`src/rtl/tlp_pkg.sv`:
```
// Shared constants for the TLP stream detector: K symbols, error codes,
// FSM encoding and one-hot positions of the decoded TLP type.
package tlp_pkg;

   localparam logic [7:0] K_STP = 8'hFB;
   localparam logic [7:0] K_END = 8'hFD;
   localparam logic [7:0] K_EDB = 8'hFE;

   localparam logic [1:0] ERR_NONE  = 2'b00;
   localparam logic [1:0] ERR_SHORT = 2'b01;
   localparam logic [1:0] ERR_OVF   = 2'b10;
   localparam logic [1:0] ERR_FRAME = 2'b11;

   localparam logic [1:0] ST_IDLE = 2'd0;
   localparam logic [1:0] ST_RECV = 2'd1;
   localparam logic [1:0] ST_DROP = 2'd2;

   localparam int TT_W      = 10;
   localparam int TT_MRD    = 0;
   localparam int TT_MWR    = 1;
   localparam int TT_IORD   = 2;
   localparam int TT_IOWR   = 3;
   localparam int TT_CFGRD0 = 4;
   localparam int TT_CFGWR0 = 5;
   localparam int TT_CFGRD1 = 6;
   localparam int TT_CFGWR1 = 7;
   localparam int TT_CPL    = 8;
   localparam int TT_CPLD   = 9;

   localparam logic [2:0] FMT_3DW_ND = 3'b000;
   localparam logic [2:0] FMT_4DW_ND = 3'b001;
   localparam logic [2:0] FMT_3DW_D  = 3'b010;
   localparam logic [2:0] FMT_4DW_D  = 3'b011;

   localparam logic [4:0] TYP_MEM  = 5'b00000;
   localparam logic [4:0] TYP_IO   = 5'b00010;
   localparam logic [4:0] TYP_CFG0 = 5'b00100;
   localparam logic [4:0] TYP_CFG1 = 5'b00101;
   localparam logic [4:0] TYP_CPL  = 5'b01010;

   typedef struct packed {
      logic [2:0] fmt;
      logic [4:0] typ;
   } tlp_hdr0_t;

endpackage

```
`src/rtl/tlp_type_decoder.sv`:
```
// Combinational decode of the fmt/type header byte into a one-hot TLP type.
// Unrecognised fmt/type combinations decode to all-zero.
module tlp_type_decoder
   import tlp_pkg::*;
(
   input  logic [7:0]      type_byte_i,
   output logic [TT_W-1:0] type_onehot_o
);

   tlp_hdr0_t hdr;
   assign hdr = tlp_hdr0_t'(type_byte_i);

   always_comb begin
      type_onehot_o = '0;
      case (hdr.typ)
         TYP_MEM: begin
            if (hdr.fmt == FMT_3DW_ND || hdr.fmt == FMT_4DW_ND) type_onehot_o[TT_MRD] = 1'b1;
            else if (hdr.fmt == FMT_3DW_D || hdr.fmt == FMT_4DW_D) type_onehot_o[TT_MWR] = 1'b1;
         end
         TYP_IO: begin
            if (hdr.fmt == FMT_3DW_ND) type_onehot_o[TT_IORD] = 1'b1;
            else if (hdr.fmt == FMT_3DW_D) type_onehot_o[TT_IOWR] = 1'b1;
         end
         TYP_CFG0: begin
            if (hdr.fmt == FMT_3DW_ND) type_onehot_o[TT_CFGRD0] = 1'b1;
            else if (hdr.fmt == FMT_3DW_D) type_onehot_o[TT_CFGWR0] = 1'b1;
         end
         TYP_CFG1: begin
            if (hdr.fmt == FMT_3DW_ND) type_onehot_o[TT_CFGRD1] = 1'b1;
            else if (hdr.fmt == FMT_3DW_D) type_onehot_o[TT_CFGWR1] = 1'b1;
         end
         TYP_CPL: begin
            if (hdr.fmt == FMT_3DW_ND) type_onehot_o[TT_CPL] = 1'b1;
            else if (hdr.fmt == FMT_3DW_D) type_onehot_o[TT_CPLD] = 1'b1;
         end
         default: ;
      endcase
   end

endmodule

```
`src/rtl/tlp_stream_detector.sv`:
```
// Frames TLPs out of a symbol stream (STP ... END/EDB), captures data bytes,
// reports good/nullified/errored TLPs and keeps saturating event counters.
//
// state | meaning
// IDLE  | waiting for STP, everything else ignored
// RECV  | capturing data bytes of a TLP
// DROP  | overflowed TLP, discard until the next K symbol
module tlp_stream_detector
   import tlp_pkg::*;
#(
   parameter int  MIN_LEN  = 8,
   parameter int  MAX_LEN  = 32,
   parameter int  TYPE_IDX = 2,
   parameter int  CNT_W    = 8,
   localparam int LEN_W    = $clog2(MAX_LEN + 1)
) (
   input  logic                 clk,
   input  logic                 reset,
   input  logic [7:0]           data_in,
   input  logic                 datak,
   input  logic                 cnt_clr,
   output logic                 tlp_valid,
   output logic [MAX_LEN*8-1:0] tlp_data,
   output logic [LEN_W-1:0]     tlp_len,
   output logic [TT_W-1:0]      tlp_type,
   output logic                 nullified,
   output logic                 err,
   output logic [1:0]           err_code,
   output logic [CNT_W-1:0]     good_cnt,
   output logic [CNT_W-1:0]     null_cnt,
   output logic [CNT_W-1:0]     bad_cnt
);

   localparam logic [LEN_W-1:0] MAX_L = LEN_W'(MAX_LEN);
   localparam logic [LEN_W-1:0] MIN_L = LEN_W'(MIN_LEN);

   logic [1:0]           state_q, state_d;
   logic [LEN_W-1:0]     len_q, len_d;
   logic [MAX_LEN*8-1:0] cap_q, cap_d;
   logic                 good_d, null_d, err_d;
   logic [1:0]           code_d;
   logic [MAX_LEN*8-1:0] cap_masked;
   logic [TT_W-1:0]      type_dec;
   logic                 is_stp, is_end, is_edb;

   logic                 tlp_valid_q, nullified_q, err_q;
   logic [1:0]           err_code_q;
   logic [MAX_LEN*8-1:0] tlp_data_q;
   logic [LEN_W-1:0]     tlp_len_q;
   logic [TT_W-1:0]      tlp_type_q;
   logic [CNT_W-1:0]     good_cnt_q, null_cnt_q, bad_cnt_q;

   assign is_stp = datak && (data_in == K_STP);
   assign is_end = datak && (data_in == K_END);
   assign is_edb = datak && (data_in == K_EDB);

   // Bytes beyond len may hold stale data from an earlier TLP; zero them on delivery.
   always_comb begin
      cap_masked = '0;
      for (int i = 0; i < MAX_LEN; i++) begin
         if (LEN_W'(i) < len_q) cap_masked[i*8 +: 8] = cap_q[i*8 +: 8];
      end
   end

   tlp_type_decoder u_type_dec (
      .type_byte_i   (cap_masked[TYPE_IDX*8 +: 8]),
      .type_onehot_o (type_dec)
   );

   always_comb begin
      state_d = state_q;
      len_d   = len_q;
      cap_d   = cap_q;
      good_d  = 1'b0;
      null_d  = 1'b0;
      err_d   = 1'b0;
      code_d  = ERR_NONE;
      case (state_q)
         ST_IDLE: begin
            if (is_stp) begin
               state_d = ST_RECV;
               len_d   = '0;
            end
         end
         ST_RECV: begin
            if (!datak) begin
               if (len_q == MAX_L) begin
                  err_d   = 1'b1;
                  code_d  = ERR_OVF;
                  state_d = ST_DROP;
               end else begin
                  for (int i = 0; i < MAX_LEN; i++) begin
                     if (len_q == LEN_W'(i)) cap_d[i*8 +: 8] = data_in;
                  end
                  len_d = len_q + LEN_W'(1);
               end
            end else if (is_end) begin
               if (len_q >= MIN_L) begin
                  good_d = 1'b1;
               end else begin
                  err_d  = 1'b1;
                  code_d = ERR_SHORT;
               end
               state_d = ST_IDLE;
            end else if (is_edb) begin
               null_d  = 1'b1;
               state_d = ST_IDLE;
            end else if (is_stp) begin
               err_d  = 1'b1;
               code_d = ERR_FRAME;
               len_d  = '0;
            end else begin
               err_d   = 1'b1;
               code_d  = ERR_FRAME;
               state_d = ST_IDLE;
            end
         end
         ST_DROP: begin
            if (datak) begin
               state_d = is_stp ? ST_RECV : ST_IDLE;
               len_d   = '0;
            end
         end
         default: state_d = ST_IDLE;
      endcase
   end

   always_ff @(posedge clk or negedge reset) begin
      if (!reset) begin
         state_q     <= ST_IDLE;
         len_q       <= '0;
         cap_q       <= '0;
         tlp_valid_q <= 1'b0;
         nullified_q <= 1'b0;
         err_q       <= 1'b0;
         err_code_q  <= ERR_NONE;
         tlp_data_q  <= '0;
         tlp_len_q   <= '0;
         tlp_type_q  <= '0;
      end else begin
         state_q     <= state_d;
         len_q       <= len_d;
         cap_q       <= cap_d;
         tlp_valid_q <= good_d;
         nullified_q <= null_d;
         err_q       <= err_d;
         err_code_q  <= code_d;
         if (good_d) begin
            tlp_data_q <= cap_masked;
            tlp_len_q  <= len_q;
            tlp_type_q <= type_dec;
         end
      end
   end

   // Counters advance on the same edge that raises the matching pulse.
   always_ff @(posedge clk or negedge reset) begin
      if (!reset) begin
         good_cnt_q <= '0;
         null_cnt_q <= '0;
         bad_cnt_q  <= '0;
      end else if (cnt_clr) begin
         good_cnt_q <= '0;
         null_cnt_q <= '0;
         bad_cnt_q  <= '0;
      end else begin
         if (good_d && (good_cnt_q != '1)) good_cnt_q <= good_cnt_q + CNT_W'(1);
         if (null_d && (null_cnt_q != '1)) null_cnt_q <= null_cnt_q + CNT_W'(1);
         if (err_d && (bad_cnt_q != '1))   bad_cnt_q  <= bad_cnt_q + CNT_W'(1);
      end
   end

   assign tlp_valid = tlp_valid_q;
   assign nullified = nullified_q;
   assign err       = err_q;
   assign err_code  = err_code_q;
   assign tlp_data  = tlp_data_q;
   assign tlp_len   = tlp_len_q;
   assign tlp_type  = tlp_type_q;
   assign good_cnt  = good_cnt_q;
   assign null_cnt  = null_cnt_q;
   assign bad_cnt   = bad_cnt_q;

endmodule
```
`config.mk`:
```
export PLATFORM = sky130hd
export DESIGN_NAME = tlp_stream_detector
export DESIGN_NICKNAME = d
export VERILOG_FILES = /design/src/rtl/tlp_pkg.sv /design/src/rtl/tlp_type_decoder.sv /design/src/rtl/tlp_stream_detector.sv
export SDC_FILE = /design/constraint.sdc
export NUM_CORES = 1
export LEC_CHECK = 0
export CORE_MARGIN = 1.5
export CORE_UTILIZATION = 30
export CTS_CLUSTER_SIZE = 40
export DETAILED_ROUTE_END_ITERATION = 6
export SETUP_SLACK_MARGIN = 0.4
export SKIP_CTS_REPAIR_TIMING = 1
export SYNTH_ARGS = -nofsm -noshare
export SYNTH_HDL_FRONTEND = slang
export SYNTH_SLANG_ARGS = --single-unit
```
`constraint.sdc`:
```
create_clock -name clk -period 3.7 [get_ports clk]
set_clock_uncertainty 0.15 [all_clocks]
set_input_delay 0.37 -clock clk [delete_from_list [all_inputs] [get_ports clk]]
set_output_delay 0.37 -clock clk [all_outputs]
set_load 0.03 [all_outputs]
```
==> results.toml <==
[run_status]
status = "finished, final reports clean"

[floorplan]
die_h_um = 277
core_um2 = 74400
fp.dieW_um = 277
die_area_um2 = 76800
pin_count = 313
fp-row-count = 100
initial_core_util_pct = 30.3

[drt]
wl_per_cell_um = 20.9
drc = 0
antenna_left = 0
firstDrtPassIters = 6
drt_wl_total_um = 68300
avgViaCountPerCell = 4.91
drtIter0Drc = 1076
vias = 16000

[run]
maxCapViolCount = 0

[clock_network]
clock-sinks = 565
root_buffer = "clkbuf_16"
clk_latency_ns = 0.61
clk_pin_slew_worst_paths_ns = 0.06
cts_tree = "built"
cts_buffers = 60
clock_path_buffers = 3
h-tree-depth = 2

[finish]
area_growth_pct = 28.5
antenna_cells = 0
final_nets = 2268
fillers = 7087
drive_gt1_share_pct = 19.9

[sta]
slew_violations = 0
hold_violations = 0
rsz0062_at_grt = "yes"
max_slew_margin_pct = 24.8
setup_viol = 0
fin_crit_ns = 3.09
layout_worst_path_cycle_share_pct = 83.6
tns_ns = 0
fmax_mhz = 323
fin_ws_ns = 0.609
tightest_slew_ns = 1.13

[setup_path]
crit_path_end = "tlp_data[223]"
slowest_delay_ns = 0.71
critical_path_depth = 8
startpoint_type = "flip-flop"
crit_type = "reg -> reg"
path_buf_inv = 3
critical_path.slowest_cell = "or4_4"
reg2reg_slack_ns = 0.61
r2r_start = "state_q[1]"
r2r_cells = 8
r2r-end = "tlp_data[223]"
arrival_ns = 3.48
crit_required_ns = 4.09
path_cells = "inv_1, ha_1, nand4_1, or4_4, inv_6, buf_12, nand3_1, nand2_1"
worstPathMaxFanout = 53
crit_start = "state_q[1]"
cp-end-kind = "flip-flop"
critPathTopFamily = "simple AND/OR/NAND/NOR gates"

[power_and_ir_drop]
power.leakage_nw = 14.1
p_per_area_nw_per_um2 = 513
report.power.total_mw = 14.9
ir_drop_mv = 0.337

[synth]
syn-instance-count = 1926
synthesis.nets = 1949
synth_top_flop_cell = "dfrtp_1"
synth.yosys.warnings = 0
ys_ff_latch = 565
synth_edf_count = 0
synth_cell_types = 58
syn_area_um2 = 22500
yosysSeqAreaShare_pct = 62.7
synth.avg_cell_area_um2 = 11.7
async_flop_share_pct = 100

[global_routing]
grt_pass1_vias = 16400
met3_usage_pct = 4.20
grt_pass1_wl_um = 105000
grtUsageMet2_pct = 29.1
antenna_found_initial = 2
grt_use_total_pct = 17.8
grt_max_degree = 95
grt_overflow_total = 0
grt_busiest_layer = "met2"
met1_usage_pct = 23.6

[place]
dpl.hpwl_um = 46000
port_buffers = 312
pre_cts_ws_ns = 0.660
gp_congestion = 0.853

[worst_hold_path]
hold_path_class = "in -> reg"
[per-stage QoR]
| step | area [um^2] | cells | hold WS, ns | utilization (%) |
|---|---|---|---|---|
| 2_1_floorplan | 22500 | 1926 | -0.0756 | - |
| 3_3_place_gp | 26900 | 3151 | 0.303 | 36.1 |
| 3_5_place_dp | 26900 | 3151 | 0.305 | 36.1 |
| 4_1_cts | 28900 | 3262 | -0.318 | 38.9 |
| 5_1_grt | 28900 | 3263 | 0.0476 | 38.9 |
| 6_report | 28900 | 3263 | 0.0448 | 38.9 |
[area by class of cell]
| type | instances | area, um^2 | share of cell area, % |
|---|---|---|---|
| flip-flops and latches | 565 | 14100 | 48.8 |
| multi-input cells | 1237 | 7880 | 27.2 |
| repair buffers | 366 | 3610 | 12.5 |
| clock buffers | 87 | 1750 | 6.06 |
| well taps | 969 | 1210 | 4.19 |
| clock inverters | 24 | 293 | 1.01 |
| inverters | 15 | 61.3 | 0.212 |
[Yosys cell counts, types with 2 or more instances]
cell type	count	area (um^2)
nand4_1	13	81.3
dfrtp_1	565	14100
buf_1	4	15.0
o21bai_1	8	60.1
xnor2_1	7	61.3
nor2_1	48	180
mux2_2	258	2910
o21ai_0	16	80.1
nor2b_1	3	18.8
buf_2	32	160
inv_2	2	7.51
nor4_1	7	43.8
a31oi_1	2	12.5
nor2_2	17	106
xor2_1	8	70.1
nand2_1	454	1700
clkinv_1	2	7.51
a22o_1	57	499
and3_1	5	31.3
a21oi_1	21	105
inv_1	11	41.3
ha_1	11	138
nor3_2	6	60.1
or3_1	8	50.1
nand3_1	225	1130
nor4b_2	2	30.0
clkbuf_1	70	263
nand2b_1	9	56.3
mux2i_1	5	50.1
nor3_4	2	32.5
or4_1	7	52.6
nand4b_1	3	26.3
or2_2	2	12.5
o21ai_1	4	20.0
o31ai_1	9	67.6
[flip-flops by register name, summed over array words and instances (netlist names)]
register / count
tlp_data: 256
bad_cnt: 8
tlp_len: 6
nullified: 1
tlp_valid: 1
good_cnt: 8
err: 1
state_q: 2
null_cnt: 8
tlp_type: 10
err_code: 2
cap_q: 256
len_q: 6
[cells by family (layout without fill, tap and decap cells)]
kind of cell               after synthesis  count (layout)  share of synthesized area, %
and+or+nand+nor                        823             823                          16.5
DFF                                    565             565                          62.7
muxes                                  263             263                          13.1
AOI/OAI and AO/OA                      125             125                          4.10
buffers and inverters                  124             492                          2.30
xor gates and xnor gates                15              15                         0.583
adders and majority gates               11              11                         0.611
[power breakdown]
group / total, mW / internal, mW / switching (mW)
registers: 6.98 / 6.68 / 0.306
logic: 1.70 / 0.673 / 1.03
clock network: 6.18 / 3.70 / 2.48
total: 14.9 / 11.0 / 3.81
[placed cells by master, fill, tap and decap left out, types with 3 or more instances in the layout]
cell / netlist / layout
clkinvlp_4: 0 / 3
clkbuf_16: 0 / 61
buf_2: 32 / 8
a22o_1: 57 / 57
nand2b_1: 9 / 9
nor2b_1: 3 / 3
buf_4: 1 / 44
inv_1: 11 / 11
or4_1: 7 / 6
nor4_1: 7 / 7
nand3_1: 225 / 225
clkbuf_8: 0 / 13
o21ai_0: 16 / 16
o21bai_1: 8 / 8
nand4b_1: 3 / 3
nand4_1: 13 / 13
or3_1: 8 / 8
mux2_2: 258 / 258
xnor2_1: 7 / 7
nand2_1: 454 / 454
nor2_1: 48 / 48
clkbuf_1: 70 / 13
mux2i_1: 5 / 5
a21oi_1: 21 / 21
dfrtp_1: 565 / 564
clkdlybuf4s50_1: 0 / 303
o31ai_1: 9 / 9
o21ai_1: 4 / 4
and3_1: 5 / 5
bufinv_16: 0 / 6
xor2_1: 8 / 8
ha_1: 11 / 11
clkinv_2: 0 / 11
nor3_2: 6 / 6
buf_12: 0 / 9
clkinv_4: 0 / 3
nor2_2: 17 / 17
[metal layers]
metal	vias up	part of all wire [%]
li1	7231	-
met1	8309	44
met2	391	48
met3	100	6.1
met4	0	2.3
met5	-	0
[worst min path at each step]
stage                   from            end  slack (ns)  depth (start not counted)
2_1_floorplan          reset     bad_cnt[0]       -0.08                          0
3_3_place_gp   tlp_data[109]  tlp_data[109]        0.30                          2
3_5_place_dp   tlp_data[247]  tlp_data[247]        0.30                          2
4_1_cts                reset  tlp_data[105]       -0.32                          1
5_1_grt           data_in[2]     cap_q[250]        0.05                          2
6_report          data_in[2]    err_code[0]        0.04                          2
[worst register-to-register path, cell delays in order, from the launching register on]
cell     delay [ns]
dfrtp_1        0.40
inv_1          0.10
ha_1           0.46
nand4_1        0.23
or4_4          0.71
inv_6          0.34
buf_12         0.28
nand3_1        0.22
nand2_1        0.12
Power figures use the tool's default switching activity.
==> RTL edit 1: new RTL, same flow settings <==
Change the parameter `CNT_W` from 8 to 10.
--- a/src/rtl/tlp_stream_detector.sv
+++ b/src/rtl/tlp_stream_detector.sv
@@ -12,5 +12,5 @@
    parameter int  MAX_LEN  = 32,
    parameter int  TYPE_IDX = 2,
-   parameter int  CNT_W    = 8,
+   parameter int  CNT_W    = 10,
    localparam int LEN_W    = $clog2(MAX_LEN + 1)
 ) (
Interface: changed (resized bad_cnt, good_cnt and null_cnt); port bits go from 313 to 319. No check against the original RTL was run, so the function may have changed too.
==> RTL edit 1 against the original RTL <==
Count of clock-buffer cells in the layout grew 4; wire length grew 2.2%; combinational power decreased by 24%; sequential share of layout area fell by 0.35 points; sequential cell count increased by 6; largest cell class unchanged; setup slack worse by 30 ps; power down 0.89%; area after synthesis up 1.7%; final area rose by 1.8%.
==> RTL edit 1: results (changes against the original RTL) <==
synth:
  synth_common_cells: "dfrtp_1, nand2_1, mux2_2, nand3_1, o21ai_0"  # was dfrtp_1, nand2_1, mux2_2, nand3_1, clkbuf_1
  yosysWarnings: 0  # unchanged
  yosysUniqueCellTypes: 66  # was 58
  syn_nets: 1978  # was 1949
  ys_seq_area_share_pct: 62.4  # was 62.7%
  async_flop_share_pct: 100  # unchanged
  ys_top_cells_by_area: "dfrtp_1, mux2_2, nand2_1"  # unchanged
outcome:
  outcome: "completed"  # unchanged
grt:
  grt_pass1_wl_um: 106000  # was 105000 µm
  grt_pass1_vias: 16800  # was 16400
  grt_max_degree: 129  # was 95
  grtUsageTotal_pct: 17.9  # was 17.8%
  overflow: 0  # unchanged
  antenna_found_initial: 8  # was 2
setup_path:
  slowest_stage: "dfrtp_1"  # was or4_4
  crit_family: "simple AND/OR/NAND/NOR gates"  # unchanged
  crit_arrival_ps: 3460  # was 3480 ps
  cpPeakStageDelay_ps: 420  # was 710 ps
  crit_fanout: 13  # was 53
placed_design:
  port-buffer-count: 318  # was 312
  gp_congestion: 0.850  # was 0.853
  dp_hpwl_um: 48000  # was 46000 µm
route:
  num_vias: 16300  # was 16000
  dr.pass1.iters: 6  # unchanged
  wirelength_um: 69800  # was 68300 µm
  first_iter_violations: 1031  # was 1076
cts:
  clk_latency_ps: 610  # about the same
  htree_levels: 3  # was 2
  path_clk_slew_ps: 50
  root_buffer: "clkbuf_16"  # unchanged
  cts_buffers: 66  # was 60
  ctsLongestPathBuffers: 3  # unchanged
power:
  vdd_drop_max_v: 0.000272  # was 0.000337 V
  p_leak_uw: 0.0140  # was 0.0141 µW
  p_seq_share_pct: 46.0  # was 47.0%
  p_sw_uw: 3770  # was 3810 µW
min_path:
  hp-class: "primary input to register"  # unchanged
sta:
  fin_crit_sh_pct: 84.4  # was 83.6%
  worst_pin_slew_ps: 975  # was 1130 ps
finish:
  nets: 2294  # was 2268
  drive_gt1_share_pct: 19.2  # was 19.9%
RTL edit 1: changes by cell type in the layout (fill, tap and decap cells not counted), sizes merged, moves of 10 or more:
cell,change
nand3,-91
a22o,+10
buf,-13
o21ai,+78
nor2b,+11
nor2,-10
RTL edit 1: cell type report:
cell class | count | area, µm²
fillers | 7250 | 46400
flip-flops and latches | 571 | 14300
multi-input cells | 1258 | 8100
repair buffers | 359 | 3550
clock buffers | 91 | 1840
well taps | 978 | 1220
clock inverters | 30 | 409
inverters | 16 | 62.6
diodes | 1 | 2.50
RTL edit 1: kinds of logic after synthesis:
family                     synth area share (%)
xor gates and xnor gates                  0.573
buffers and inverters                      2.47
DFF                                        62.4
and+or+nand+nor                            14.3
muxes                                      13.0
adders and majority gates                 0.546
AOI/OAI and AO/OA                          6.71
RTL edit 1: routing by layer:
layer | global-route usage, % | vias to the layer above | wire length, µm
met3 | 4.17 | 110 | 4400
met4 | 6.06 | 10 | 1900
met1 | 23.2 | 8314 | 30200
li1 | - | 7383 | -
met2 | 29.4 | 482 | 33300
met5 | 0 | - | 64
RTL edit 1: stage by stage:
stage	worst slack [ps]	cells	utilization [%]	instance area, µm²	hold WS (ps)
6_report	579	3304	38.9	29500	40.9
5_1_grt	366	3304	38.9	29500	76.9
4_1_cts	324	3301	38.8	29400	-337
3_5_place_dp	290	3180	35.8	27200	308
3_3_place_gp	441	3180	35.8	27200	300
2_1_floorplan	1380	1956	-	22900	-75.6
RTL edit 1: power by group through the flow:
stage	clock network [µW]	logic (µW)	registers, µW
after floorplan	0	774	6820
after CTS	6840	1300	6770
after global routing	7100	1420	6810
after global placement	0	1240	6860
after detailed placement	0	1290	6880
final	6650	1300	6780
RTL edit 1: worst reg2reg max path, stage by stage, from the launching register on:
cell and delay, ps:
dfrtp_1 420, inv_1 120, ha_1 400, nor2b_2 380, buf_4 240, nand2_1 180, nor4_4 370, nand2_1 370
mux2_2 380
RTL edit 1: path summary, 6_finish.rpt:
check                      slack (ps)  cells past startpoint    startpoint            end
setup / recovery                  580                      8    state_q[1]     cap_q[141]
hold / removal                     40                      4    data_in[3]    err_code[1]
setup reg to reg                  580                      8    state_q[1]     cap_q[141]
hold reg to reg                   320                      2  tlp_data[35]   tlp_data[35]
max in group asynchronous        2010                      4         reset    tlp_type[3]
min in group asynchronous         260                      2         reset  tlp_data[195]
==> RTL edit 2: new RTL, same settings <==
Without the edit above. Register the output `null_cnt` once more, with the module's reset; this adds one clock of latency there. The other outputs are not delayed to match.
--- a/src/rtl/tlp_stream_detector.sv
+++ b/src/rtl/tlp_stream_detector.sv
@@ -179,5 +179,11 @@
    assign tlp_type  = tlp_type_q;
    assign good_cnt  = good_cnt_q;
-   assign null_cnt  = null_cnt_q;
+   always_ff @(posedge clk or negedge reset) begin
+      if (!reset) begin
+         null_cnt <= '0;
+      end else begin
+         null_cnt <= null_cnt_q;
+      end
+   end
    assign bad_cnt   = bad_cnt_q;
 
Behaviour: not the same (Yosys sat finds a counterexample within 4 cycles, from zero or initial values and one cycle with reset low).
==> RTL edit 2 against the original RTL <==
Area after synthesis rose by 0.89%; combinational power rose by 61%; setup slack improved by 46 ps; wire length rose by 0.43%; sequential power rose by 12%; sequential share of layout area rose by 0.16 points; utilization rose by 0.28 points; clock power rose by 6.5%; power rose by 16%; sequential cell count rose by 8; final area rose by 1.1%; critical path type unchanged; critical endpoint is now cap_q[72].
==> RTL edit 2: results (changes against the original RTL) <==
outcome:
  outcome: "completed"  # unchanged
synth:
  syn_avg_cell_area_um2: 11.6  # was 11.7 µm²
  yosysUniqueCellTypes: 65  # was 58
  ys_seq_area_share_pct: 63.1  # was 62.7%
  syn_nets: 1975  # was 1949
  ys_top_cells_by_area: "dfrtp_1, mux2_2, nand2_1"  # unchanged
  synth_common_cells: "dfrtp_1, nand2_1, mux2_2, nand3_1, o21ai_0"  # was dfrtp_1, nand2_1, mux2_2, nand3_1, clkbuf_1
setup_path:
  reg2regPathDepth: 6  # was 8
  crit_arrival_ps: 3390  # was 3480 ps
  reg2reg_slack_ps: 650  # was 610 ps
  worstReg2RegEnd: "cap_q[72]"  # was tlp_data[223]
  slowest_stage: "dfrtp_1"  # was or4_4
  reg2reg_from: "len_q[5]"  # was state_q[1]
  crit_fanout: 18  # was 53
sta:
  worst_pin_slew_ps: 1100  # was 1130 ps
  fin_crit_sh_pct: 82.3  # was 83.6%
  hold_ws_ps: 106  # was 44.8 ps
power:
  total_power_uw: 17200  # was 14900 µW
  p_comb_share_pct: 16.0  # was 11.4%
  p_leak_uw: 0.0139  # was 0.0141 µW
  pwr-share-clk_pct: 38.3  # was 41.6%
  vdd_drop_max_v: 0.000343  # was 0.000337 V
  p_sw_uw: 4840  # was 3810 µW
min_path:
  worstHoldStart: "data_in[1]"  # was data_in[2]
  hold-path-cell-count: 4  # was 2
  min_to: "len_q[4]"  # was err_code[0]
grt:
  grt_max_degree: 122  # was 95
  grtUsageTotal_pct: 17.6  # was 17.8%
  grt_pass1_wl_um: 104000  # was 105000 µm
  antenna_found_initial: 6  # was 2
route:
  num_vias: 16300  # was 16000
  first_iter_violations: 1174  # was 1076
  dr.pass1.iters: 5  # was 6
cts:
  root_buffer: "clkbuf_16"  # unchanged
  cts_buffers: 61  # was 60
placed_design:
  placed_cell_area_mm2: 0.0270  # was 0.0269 mm²
  dp.cells: 3172  # was 3151
  place_ws_ps: 427  # was 660 ps
  dp_hpwl_um: 45700  # was 46000 µm
  gp_congestion: 0.822  # was 0.853
finish:
  finalNonFillerCells: 3286  # was 3263
  drive_gt1_share_pct: 19.2  # was 19.9%
  nets: 2290  # was 2268
[RTL edit 2: logic make-up (layout without fill, tap and decap cells)]
logic type | count (synthesis) | in the layout | synth area share [%]
AND/OR/NAND/NOR | 761 | 761 | 14.7
flip-flops | 573 | 573 | 63.1
multiplexers | 261 | 261 | 12.9
AO/OA/AOI/OAI | 209 | 209 | 5.86
buffers and inverters | 125 | 489 | 2.39
XOR/XNOR | 12 | 12 | 0.462
adder cells (fa/ha/maj) | 11 | 11 | 0.605
other | 0 | 1 | 0
[RTL edit 2: cell type report]
class	instances	area, µm²
Fill cell	7076	45400
Sequential cell	573	14300
Multi-Input combinational cell	1254	7870
Timing Repair Buffer	364	3580
Clock buffer	80	1740
Tap cell	969	1210
Clock inverter	32	459
Inverter	13	51.3
Antenna cell	1	2.50
[RTL edit 2: tightest hold or removal path: cells and delay by family]
| family | cells | cell delay [ps] |
|---|---|---|
| AO/OA/AOI/OAI | 1 | 160 |
| AND/OR/NAND/NOR | 2 | 170 |
| buffers and inverters | 1 | 120 |
[RTL edit 2: worst max-delay path by stage]
| stage | startpoint | depth (start not counted) | to |
|---|---|---|---|
| after floorplan | len_q[0] | 8 | bad_cnt[5] |
| after CTS | len_q[0] | 7 | bad_cnt[5] |
| final | len_q[5] | 6 | cap_q[72] |
| after global routing | state_q[1] | 9 | good_cnt[7] |
| after detailed placement | datak | 6 | cap_q[246] |
| after global placement | datak | 8 | good_cnt[7] |
[RTL edit 2: layer usage]
layer / vias to the layer above / GRT usage [%] / routed length (µm)
met3: 88 / 4.34 / 4830
li1: 7329 / - / -
met4: 2 / 3.81 / 1210
met2: 462 / 29.7 / 33500
met5: - / 0 / 7
met1: 8389 / 22.7 / 29100
